<file path="src/rtl/fetch_pkg.sv">
`default_nettype none
// ============================================================================
//  Module      : fetch_pkg
//  Description : Shared types and constants for the instruction-fetch stage.
//  Revision    : 1.0 - initial release
// ============================================================================
package fetch_pkg;

    // Fetch controller states; encoding is fixed so downstream debug tools
    // can decode the state register directly.
    typedef enum logic [1:0] {
        ST_IDLE = 2'd0,
        ST_REQ  = 2'd1,
        ST_HOLD = 2'd2,
        ST_DROP = 2'd3
    } fetch_state_t;

    // All-zero word marks an empty slot; IF/ID turns it into NOP_INSTR.
    localparam logic [31:0] BUBBLE    = 32'h0000_0000;
    localparam logic [31:0] NOP_INSTR = 32'h0000_0013;
    localparam int unsigned PC_STEP   = 4;

endpackage : fetch_pkg
`default_nettype wire

</file>
<file path="src/rtl/fetch_skid_buf.sv">
`default_nettype none
// ============================================================================
//  Module      : fetch_skid_buf
//  Description : Single-entry instruction + PC holding register. Catches a
//                word that arrives while the consumer is stalled.
//  Revision    : 1.0 - initial release
// ============================================================================
module fetch_skid_buf
    import fetch_pkg::*;
#(
    parameter int XLEN = 32
) (
    input  logic            clk,
    input  logic            reset,
    input  logic            load,
    input  logic            clear,
    input  logic [31:0]     instr_in,
    input  logic [XLEN-1:0] pc_in,
    output logic [31:0]     instr,
    output logic [XLEN-1:0] pc,
    output logic            valid
);

    // Clear wins over load so a redirect can never leave a stale entry valid.
    always_ff @(posedge clk) begin
        if (reset) begin
            valid <= 1'b0;
            instr <= BUBBLE;
            pc    <= '0;
        end else if (clear) begin
            valid <= 1'b0;
        end else if (load) begin
            valid <= 1'b1;
            instr <= instr_in;
            pc    <= pc_in;
        end
    end

endmodule : fetch_skid_buf
`default_nettype wire

</file>
<file path="src/rtl/fetch_unit.sv">
`default_nettype none
// ============================================================================
//  Module      : fetch_unit
//  Description : IF stage. Owns the PC, handshakes with instruction memory,
//                feeds IF/ID and applies EX branch redirects.
//  Revision    : 1.0 - initial release
// ============================================================================
module fetch_unit
    import fetch_pkg::*;
#(
    parameter int              XLEN     = 32,
    parameter logic [XLEN-1:0] RESET_PC = '0
) (
    input  logic            clk,
    input  logic            reset,
    input  logic            stall,
    input  logic            redirect_valid,
    input  logic [XLEN-1:0] redirect_pc,
    output logic            imem_req,
    output logic [XLEN-1:0] imem_addr,
    input  logic            imem_ready,
    input  logic [31:0]     imem_rdata,
    output logic [31:0]     instr_out,
    output logic [XLEN-1:0] PC_out,
    output logic            flush_out
);

    fetch_state_t    state;
    logic [XLEN-1:0] pc_reg;
    logic [XLEN-1:0] drop_addr;
    logic [31:0]     buf_instr;
    logic [XLEN-1:0] buf_pc;
    logic            buf_valid;
    logic            buf_load;
    logic            buf_clear;
    logic [XLEN-1:0] redirect_aligned;
    logic [XLEN-1:0] pc_next;

    assign redirect_aligned = redirect_pc & ~XLEN'(3);
    assign pc_next          = pc_reg + XLEN'(PC_STEP);

    // DROP keeps the abandoned request alive on its original address until
    // memory answers, so the bus never sees an address change mid-transfer.
    assign imem_req  = (state == ST_REQ) || (state == ST_DROP);
    assign imem_addr = (state == ST_DROP) ? drop_addr : pc_reg;
    assign flush_out = redirect_valid;

    // Park a response that arrives during a stall; release it when the stall lifts.
    assign buf_load  = !redirect_valid && (state == ST_REQ) && imem_ready && stall;
    assign buf_clear = redirect_valid || ((state == ST_HOLD) && !stall);

    fetch_skid_buf #(
        .XLEN (XLEN)
    ) u_skid (
        .clk      (clk),
        .reset    (reset),
        .load     (buf_load),
        .clear    (buf_clear),
        .instr_in (imem_rdata),
        .pc_in    (pc_reg),
        .instr    (buf_instr),
        .pc       (buf_pc),
        .valid    (buf_valid)
    );

    // Fetch controller: redirect beats stall and beats a memory response.
    always_ff @(posedge clk) begin
        if (reset) begin
            state     <= ST_IDLE;
            pc_reg    <= RESET_PC;
            drop_addr <= '0;
            instr_out <= BUBBLE;
            PC_out    <= '0;
        end else if (redirect_valid) begin
            pc_reg    <= redirect_aligned;
            instr_out <= BUBBLE;
            PC_out    <= '0;
            if ((state == ST_REQ) && !imem_ready) begin
                state     <= ST_DROP;
                drop_addr <= pc_reg;
            end else if ((state == ST_DROP) && !imem_ready) begin
                state <= ST_DROP;
            end else begin
                state <= ST_REQ;
            end
        end else begin
            unique case (state)
                ST_IDLE: begin
                    state <= ST_REQ;
                end
                ST_REQ: begin
                    if (imem_ready) begin
                        pc_reg <= pc_next;
                        if (stall) begin
                            state <= ST_HOLD;
                        end else begin
                            instr_out <= imem_rdata;
                            PC_out    <= pc_reg;
                        end
                    end else if (!stall) begin
                        instr_out <= BUBBLE;
                        PC_out    <= '0;
                    end
                end
                ST_HOLD: begin
                    if (!stall) begin
                        if (buf_valid) begin
                            instr_out <= buf_instr;
                            PC_out    <= buf_pc;
                        end else begin
                            instr_out <= BUBBLE;
                            PC_out    <= '0;
                        end
                        state <= ST_REQ;
                    end
                end
                ST_DROP: begin
                    if (imem_ready) begin
                        state <= ST_REQ;
                    end
                    if (!stall) begin
                        instr_out <= BUBBLE;
                        PC_out    <= '0;
                    end
                end
                default: begin
                    state <= ST_IDLE;
                end
            endcase
        end
    end

endmodule : fetch_unit
`default_nettype wire
</file>
<file path="config.mk">
export PLATFORM = sky130hd
export DESIGN_NAME = fetch_unit
export DESIGN_NICKNAME = d
export VERILOG_FILES = /design/src/rtl/fetch_pkg.sv /design/src/rtl/fetch_skid_buf.sv /design/src/rtl/fetch_unit.sv
export SDC_FILE = /design/constraint.sdc
export NUM_CORES = 1
export LEC_CHECK = 0
export BUFFER_PORTS_ARGS = -buffer_cell sky130_fd_sc_hd__buf_4
export CAP_MARGIN = 10
export CELL_PAD_IN_SITES_DETAIL_PLACEMENT = 1
export CELL_PAD_IN_SITES_GLOBAL_PLACEMENT = 1
export CORE_AREA = 3 3 147 149
export CTS_BUF_LIST = sky130_fd_sc_hd__clkbuf_8
export DETAILED_ROUTE_END_ITERATION = 6
export DIE_AREA = 0 0 150 152
export PLACE_DENSITY = 0.83
export SETUP_SLACK_MARGIN = 0.05
export SLEW_MARGIN = 20
export SYNTH_ARGS = -nofsm -noshare
export SYNTH_HDL_FRONTEND = slang
export SYNTH_SLANG_ARGS = --single-unit
</file>
<file path="constraint.sdc">
create_clock -name clk -period 5 [get_ports clk]
set_input_delay 0 -clock clk [delete_from_list [all_inputs] [get_ports clk]]
set_output_delay 0 -clock clk [all_outputs]
set_load 0.01 [all_outputs]
</file>
==> flow_summary.ini <==
[drt]
vias_per_cell = 5.438
wl_um = 27110
via_count = 7743
drt-initial-drc-count = 346
ant_nets = 0
post_drt_wl_per_cell_um = 19.04
firstDrtPassIters = 4
drcViolationCount = 0

[power]
power_density_nw_per_um2 = 290.8
p_comb_share_pct = 13.0
cellLeakagePower_nw = 3.971
total_power_mw = 3.082
switchingPower_uw = 824.1
p_int_mw = 2.258
power_frac_seq_pct = 51.9
p_clk_share_pct = 35.1
swShare_pct = 26.74
peakVddDrop_v = 0.0001452

[synthesis]
postSynthCellCount = 972
synth_warnings = 0
synth.distinct_cells = 51
synth_common_cells = nand2_1, dfxtp_1, a21oi_1, nor2_1, clkbuf_1
synth_top_area_share_pct = 46.44
synth_most_common_cell = nand2_1
synth_seq_area_share_pct = 46.44
synth_ff_type = dfxtp_1
syn_area_sq_um = 8147
async_flop_share_pct = 0
synth_largest_area_cell = dfxtp_1
synth-seq-cells = 189
synth_edf_count = 0
synth.avg_cell_area_sq_um = 8.381
synth_area_leaders = dfxtp_1, nand2_1, a22o_1, a21oi_1, a22oi_1

[grt]
grt_antenna_before_repair = 0
gr-total-overflow = 0
grt_pass1_vias = 8192
grt_usage_pct = 23.51
grt_pass1_wl_um = 43250
grt_start_max_net_pins = 65

[sta]
rsz0062_at_grt = false
fin_skew_ns = 0.01777
min_period_ns = 2.546
setup_viol = 0
fmax_mhz = 392.8
post-route-period-util_pct = 50.92
hold_violations = 0
hold_ws_ns = 0.07200
setup_tns_ns = 0
relSlewSlack_pct = 36.01
worst_pin_slew_ns = 0.9563
slew_violations = 0

[cells_and_area]
stdcell_area_sq_um = 10600
nets = 1211
final_layout_size_suffix_gt1_share_pct = 22.62
n_antenna_cell = 0
fillers = 2386
area_growth_pct = 30.10
fin_cells = 1424
top_regs = PC_out x32, instr_out x32, u_skid.instr x32

[floorplan]
io_pins = 167
rows = 52
die_x_um = 150
die_y_um = 152
die_area_sq_um = 22800
initial_core_util_pct = 40.13
core-area_sq_um = 20300

[job]
maxCapViolCount = 0

[worst_setup_path]
critPathCaptureType = output pin
cp_max_fo = 18
required_ns = 5.00
startpoint_type = register
path_class = register to output pin
crit_arrival_ns = 2.55

[clocking]
tritoncts = done
clockBufferDepth = 2
post_cts_buffers = 0
clock-sinks = 189
insertion_delay_ns = 0.47
clkTransAtPathRegs_ns = 0.10
ctsResizeCount = 0
cts_made_buffers = 17
h-tree-depth = 4
cts_root_buf = clkbuf_8

[placement]
dp_hpwl_um = 16320
io_buffers = 162
place.gp.congestion = 0.7534
place_inst = 1318
placed_cell_area_sq_um = 9418

[run_status]
status = complete, no violations

[hold_path]
worstHoldPathType = primary input to register
==> power groups by stage <==
stage	logic (mW)	clock network, mW	registers [mW]
floorplan	0.220	0	1.60
global placement	0.338	0	1.63
detailed placement	0.346	0	1.63
CTS	0.396	1.11	1.60
global route	0.433	1.17	1.61
finish	0.399	1.08	1.60
==> final timing paths <==
path                      start            end  slack [ns]  depth (start not counted)
setup / recovery       state[1]  imem_addr[31]        2.45                          4
hold reg to reg   u_skid.pc[29]  u_skid.pc[29]        0.46                          2
setup reg to reg       state[1]   instr_out[0]        2.49                          5
hold / removal            reset  drop_addr[13]        0.07                          2
==> cell type report <==
cell class | instances | area [sq um] | share of cell area [%]
clock buffers | 19 | 261.5 | 2.467
clock inverters | 13 | 161.4 | 1.523
inverters | 7 | 26.28 | 0.2479
multi-input cells | 678 | 3964 | 37.40
flip-flops and latches | 189 | 3784 | 35.70
well taps | 270 | 337.8 | 3.187
repair buffers | 248 | 2064 | 19.48
==> layout by cell type (no fill, tap or decap), types with 5 or more instances in the layout <==
cell type,instances
dfxtp_1,189
xnor2_1,23
clkbuf_8,19
mux2_2,30
a22o_1,61
nor2_1,90
buf_4,174
nor4_2,5
a21oi_1,103
inv_1,8
nand4_1,5
o21ai_0,9
nand2_1,206
dlygate4sd3_1,73
a22oi_1,63
nand3_1,9
nor3_1,8
a211oi_1,14
==> worst max-delay path, stage by stage, from the launching register on <==
cell and delay, ns:
dfxtp_1 0.63, nand2_1 0.56, buf_4 0.42, mux2_2 0.33, buf_4 0.15
==> repair_timing <==
action,4_1_cts,5_1_grt
hold endpoints to repair,97,0
hold buffers,73,0
endpoints found under the setup margin,0,0
==> per-stage QoR <==
step / utilization, % / worst slack, ns
floorplan: - / 3.221
detailed placement: 46.39 / 2.102
CTS: 52.08 / 2.053
global route: 52.21 / 2.242
finish: 52.21 / 2.454
global placement: 46.39 / 2.224
==> per-layer routing <==
metal | GRT usage (%) | up-vias | routed length, um
met2 | 42.45 | 194 | 14110
met5 | 0 | - | 0
met3 | 4.141 | 28 | 1208
li1 | - | 3696 | -
met1 | 28.56 | 3825 | 11380
met4 | 6.275 | 0 | 410
==> cells by family after synthesis <==
family,synth area share [%]
and+or+nand+nor,19.06
AOI/OAI and AO/OA,21.49
DFF,46.44
buffers and inverters,5.591
muxes,4.638
xor gates and xnor gates,2.580
adders and majority gates,0.1536
other,0.04603
(Power assumes the default switching activity.)
